`src/rtl/mult_arbiter.sv`:
```
// mult_arbiter: round-robin arbiter granting two requesters access to one shared
// sequential multiplier. Start/stop handshake: one mul_start strobe launches the
// multiplier, a second strobe (in the done cycle) returns it from stopped to idle.
// Optional macro ARB_TIMEOUT_EN: bounded wait on mul_ready with a sticky err flag.
module mult_arbiter #(
    parameter int unsigned N              = 4,
    parameter int unsigned TIMEOUT_CYCLES = 64
) (
    input  logic           clock,
    input  logic           rst,
    input  logic           req0,
    input  logic           req1,
    input  logic [N-1:0]   a0,
    input  logic [N-1:0]   b0,
    input  logic [N-1:0]   a1,
    input  logic [N-1:0]   b1,
    output logic           gnt0,
    output logic           gnt1,
    output logic           done0,
    output logic           done1,
    output logic [2*N-1:0] product,
    output logic           mul_start,
    output logic [N-1:0]   mul_a,
    output logic [N-1:0]   mul_b,
    input  logic           mul_ready,
    input  logic [2*N-1:0] mul_product,
    output logic           err
);

    typedef enum logic [1:0] {
        S_IDLE  = 2'd0,
        S_START = 2'd1,
        S_WAIT  = 2'd2,
        S_CLEAR = 2'd3
    } state_e;

    state_e           state_q, state_d;
    logic             prio_q, prio_d;      // requester favoured when both request
    logic             sel_q, sel_d;        // requester currently being served
    logic             gnt0_q, gnt0_d;
    logic             gnt1_q, gnt1_d;
    logic             done0_q, done0_d;
    logic             done1_q, done1_d;
    logic             start_q, start_d;
    logic [N-1:0]     mul_a_q, mul_a_d;
    logic [N-1:0]     mul_b_q, mul_b_d;
    logic [2*N-1:0]   product_q, product_d;
    logic             pick_c;
    logic             finish_c;

`ifdef ARB_TIMEOUT_EN
    localparam int unsigned CW = (TIMEOUT_CYCLES > 1) ? $clog2(TIMEOUT_CYCLES) : 1;
    logic [CW-1:0]    cnt_q, cnt_d;
    logic             err_q, err_d;
`endif

    // State and output registers; synchronous reset favours requester 0.
    always_ff @(posedge clock) begin
        if (rst) begin
            state_q   <= S_IDLE;
            prio_q    <= 1'b0;
            sel_q     <= 1'b0;
            gnt0_q    <= 1'b0;
            gnt1_q    <= 1'b0;
            done0_q   <= 1'b0;
            done1_q   <= 1'b0;
            start_q   <= 1'b0;
            mul_a_q   <= '0;
            mul_b_q   <= '0;
            product_q <= '0;
`ifdef ARB_TIMEOUT_EN
            cnt_q     <= '0;
            err_q     <= 1'b0;
`endif
        end else begin
            state_q   <= state_d;
            prio_q    <= prio_d;
            sel_q     <= sel_d;
            gnt0_q    <= gnt0_d;
            gnt1_q    <= gnt1_d;
            done0_q   <= done0_d;
            done1_q   <= done1_d;
            start_q   <= start_d;
            mul_a_q   <= mul_a_d;
            mul_b_q   <= mul_b_d;
            product_q <= product_d;
`ifdef ARB_TIMEOUT_EN
            cnt_q     <= cnt_d;
            err_q     <= err_d;
`endif
        end
    end

    // Next-state and next-output logic; strobes default low, everything else holds.
    always_comb begin
        state_d   = state_q;
        prio_d    = prio_q;
        sel_d     = sel_q;
        gnt0_d    = gnt0_q;
        gnt1_d    = gnt1_q;
        done0_d   = 1'b0;
        done1_d   = 1'b0;
        start_d   = 1'b0;
        mul_a_d   = mul_a_q;
        mul_b_d   = mul_b_q;
        product_d = product_q;
        pick_c    = 1'b0;
        finish_c  = 1'b0;
`ifdef ARB_TIMEOUT_EN
        cnt_d     = cnt_q;
        err_d     = err_q;
`endif

        case (state_q)
            S_IDLE: begin
                if (req0 || req1) begin
                    pick_c  = (req0 && req1) ? prio_q : req1;
                    sel_d   = pick_c;
                    gnt0_d  = !pick_c;
                    gnt1_d  = pick_c;
                    mul_a_d = pick_c ? a1 : a0;
                    mul_b_d = pick_c ? b1 : b0;
                    start_d = 1'b1;
                    state_d = S_START;
                end
            end
            S_START: begin
                state_d = S_WAIT;
`ifdef ARB_TIMEOUT_EN
                cnt_d   = '0;
`endif
            end
            S_WAIT: begin
                if (mul_ready) begin
                    product_d = mul_product;
                    finish_c  = 1'b1;
                end
`ifdef ARB_TIMEOUT_EN
                else if (cnt_q == CW'(TIMEOUT_CYCLES - 1)) begin
                    product_d = '0;
                    err_d     = 1'b1;
                    finish_c  = 1'b1;
                end else begin
                    cnt_d = cnt_q + CW'(1);
                end
`endif
                if (finish_c) begin
                    state_d = S_CLEAR;
                    start_d = 1'b1;
                    done0_d = !sel_q;
                    done1_d = sel_q;
                end
            end
            S_CLEAR: begin
                prio_d  = !sel_q;
                gnt0_d  = 1'b0;
                gnt1_d  = 1'b0;
                state_d = S_IDLE;
            end
            default: state_d = S_IDLE;
        endcase
    end

    assign gnt0      = gnt0_q;
    assign gnt1      = gnt1_q;
    assign done0     = done0_q;
    assign done1     = done1_q;
    assign mul_start = start_q;
    assign mul_a     = mul_a_q;
    assign mul_b     = mul_b_q;
    assign product   = product_q;
`ifdef ARB_TIMEOUT_EN
    assign err       = err_q;
`else
    assign err       = 1'b0;
`endif

endmodule

```
`config.mk`:
```
export PLATFORM = sky130hd
export DESIGN_NAME = mult_arbiter
export DESIGN_NICKNAME = d
export VERILOG_FILES = /design/src/rtl/mult_arbiter.sv
export SDC_FILE = /design/constraint.sdc
export NUM_CORES = 1
export LEC_CHECK = 0
export CELL_PAD_IN_SITES_DETAIL_PLACEMENT = 1
export CELL_PAD_IN_SITES_GLOBAL_PLACEMENT = 1
export CORE_MARGIN = 5
export CORE_UTILIZATION = 30
export DETAILED_ROUTE_END_ITERATION = 8
export PLACE_DENSITY = 0.8
export RECOVER_POWER = 25
export SYNTH_ARGS = -nofsm -noshare
export SYNTH_HDL_FRONTEND = slang
export SYNTH_SLANG_ARGS = --single-unit
```
`constraint.sdc`:
```
create_clock -name clock -period 3.6 [get_ports clock]
set_input_delay 0.36 -clock clock [delete_from_list [all_inputs] [get_ports clock]]
set_output_delay 0.36 -clock clock [all_outputs]
set_load 0.02 [all_outputs]
```
==> flow_summary.yaml <==
status:
  status: "completed"
worst_setup_path:
  r2r_end: "state_q[0]"
  required_ps: 3240
  crit_chain: "clkdlybuf4s50_1"
  crit_family: "buffers and inverters"
  rr_startpoint: "state_q[0]"
  crit_start: "gnt0"
  r2r_slack_ps: 2030
  cp_slowest_stage_delay_ps: 630
  arrival_ps: 1310
  critPathLaunchType: "flip-flop"
  crit_path_end_kind: "output port"
  r2r_cells: 5
  cp_max_fo: 2
  cp_slowest_cell: "clkdlybuf4s50_1"
  worstSetupPathType: "flip-flop to output port"
  worst-path-buf-inv: 1
  cp.depth: 1
floorplan:
  dieArea_sq_mm: 0.00489
  row_count: 21
  core_sq_mm: 0.00342
  die-width_um: 69.9
  start_util_pct: 31.5
  io_pins: 51
  die_y_um: 69.9
cts:
  cts.path.max_buffers: 2
  cts.reportedPaths.clkPinSlew_ps: 150
  clkLatencyLatePin_ps: 320
  cts_sinks: 25
  cts-hold-fix-buffers: 0
  htree_levels: 1
  cts_tree: "done"
  cts_made_buffers: 3
  ctsResizeCount: 0
  cts_setup_buffers: 0
  root_buffer: "clkbuf_4"
routing:
  drcViolationCount: 0
  drt_wl_total_um: 3280
  drtIter0Drc: 45
  vias_per_cell: 4.85
  drt_pass1_iterations: 4
  wl_per_cell_um: 15.0
  detailroute.via_count: 1063
  drtAntennaViolNets: 0
logic_synthesis:
  synthesis.area_sq_mm: 0.00108
  yosysWarnings: 0
  ys_types: 25
  avgSynthCellArea_sq_um: 8.35
  ys_ff_latch: 25
  syn_inst: 129
  syn-num-nets: 161
  seq_area_frac_synth_pct: 46.5
sta:
  worst_slew_pin_slew_ps: 949
  timing.final.crit_share_pct: 46.4
  fin_setup_tns_ps: 0
  hold_viol: 0
  drv_slew: 0
  skew_ps: 2.76
  relSlewSlack_pct: 36.5
  final-setup-viol-count: 0
  max_freq_mhz: 599
  min_period_ps: 1670
  rsz0062_at_grt: "false"
global_routing:
  grt_pass1_wl_um: 5480
  grt_max_degree: 27
  grt_antenna_before_repair: 0
  grt_pass1_vias: 1153
  grtUsageTotal_pct: 13.7
  overflow: 0
place:
  hpwl_um: 2580
  place_congestion: 0.865
  port-buffer-count: 49
pwr:
  power_density_mw_per_mm2: 597
  finalPower_uw: 957
  p_leak_uw: 0.000566
  vdd_drop_max_mv: 0.247
layout:
  areaGrowthSynthToFinish_pct: 48.9
  antennaDiodeCount: 0
  final_nets: 206
  drive_gt1_share_pct: 4.62
  fill_cells: 409
hold_path:
  min_to: "product[7]"
  hold_start: "product[7]"
  hold_depth: 2
  hp-class: "flip-flop to flip-flop"
flow_run:
  max-cap-violations: 0
## cell type report
class | count | area (sq um) | area share, %
Tap cell | 46 | 57.6 | 3.59
Timing Repair Buffer | 49 | 490 | 30.6
Clock buffer | 3 | 22.5 | 1.40
Clock inverter | 1 | 7.51 | 0.468
Multi-Input combinational cell | 90 | 507 | 31.6
Inverter | 5 | 18.8 | 1.17
Sequential cell | 25 | 500 | 31.2
## per-stage QoR
step	setup slack [ps]	utilization, %	std cells	hold WS, ps	instance area, sq um
finish	1930	47.0	219	468	1600
global route	1850	47.0	219	493	1600
CTS	1910	47.0	219	469	1600
detailed placement	1640	46.1	215	450	1570
global placement	1710	46.1	215	446	1570
floorplan	2340	-	129	426	1080
## logic make-up (layout without fill, tap and decap cells)
group	after synthesis	count (layout)	synth area share (%)
flip-flops	25	25	46.5
AO/OA/AOI/OAI	34	34	20.1
buffers and inverters	14	58	6.50
other	1	1	0.348
AND/OR/NAND/NOR	50	50	21.3
adder cells (fa/ha/maj)	3	3	3.48
multiplexers	2	2	1.86
## cell usage after synthesis
library cell / number / area share (%)
nor2_1: 11 / 3.8
o21a_1: 1 / 0.70
a32oi_1: 1 / 0.81
nor3_1: 2 / 0.93
buf_2: 2 / 0.93
a21oi_1: 12 / 5.6
inv_1: 5 / 1.7
nor2_2: 2 / 1.2
nand2_1: 18 / 6.3
conb_1: 1 / 0.35
buf_8: 1 / 1.4
and2_1: 1 / 0.58
dfxtp_1: 25 / 46
clkbuf_1: 5 / 1.7
o21ai_0: 11 / 5.1
a311oi_1: 8 / 6.5
ha_1: 3 / 3.5
nand2b_1: 3 / 1.7
nor2b_1: 1 / 0.58
nand3_1: 10 / 4.6
nor3b_1: 1 / 0.70
and2b_2: 1 / 0.81
o21a_4: 1 / 1.4
buf_4: 1 / 0.70
mux2i_1: 2 / 1.9
## report_power, final
group / switching (uW) / internal (uW) / total, uW
registers: 40.1 / 347 / 387
clock network: 89.4 / 42.4 / 132
logic: 235 / 203 / 438
total: 365 / 592 / 957
## layout by cell type (no fill, tap or decap), drive strengths merged
master,netlist,layout
nor2,13,13
nand2b,3,3
ha,3,3
o21a,2,2
a32oi,1,1
nor3b,1,1
nand2,18,18
nor2b,1,1
conb,1,1
dfxtp,25,25
clkinvlp,0,1
nor3,2,2
and2b,1,1
clkbuf,5,3
nand3,10,10
mux2i,2,2
and2,1,1
o21ai,11,11
clkdlybuf4s50,0,48
a311oi,8,8
a21oi,12,12
dlygate4sd3,0,1
inv,5,5
## per-layer routing
| metal | global-route usage (%) | up-vias | wire (um) |
|---|---|---|---|
| met5 | 0 | - | 0 |
| met1 | 15.6 | 516 | 1360 |
| met3 | 2.58 | 6 | 62 |
| li1 | - | 527 | - |
| met4 | 4.47 | 0 | 60 |
| met2 | 25.2 | 14 | 1800 |
## state kept, by name (all words and copies together), names as in the netlist, 2 cells and up
signal and cells:
mul_b 4, state_q 2, product 8, mul_a 4
## worst max-delay path by stage
| stage | end | slack, ps |
|---|---|---|
| CTS | gnt0 | 1910 |
| finish | gnt0 | 1930 |
| global placement | mul_b[3] | 1710 |
| global route | gnt1 | 1850 |
| detailed placement | state_q[0] | 1640 |
| floorplan | state_q[0] | 2340 |
(Power assumes the default switching activity.)
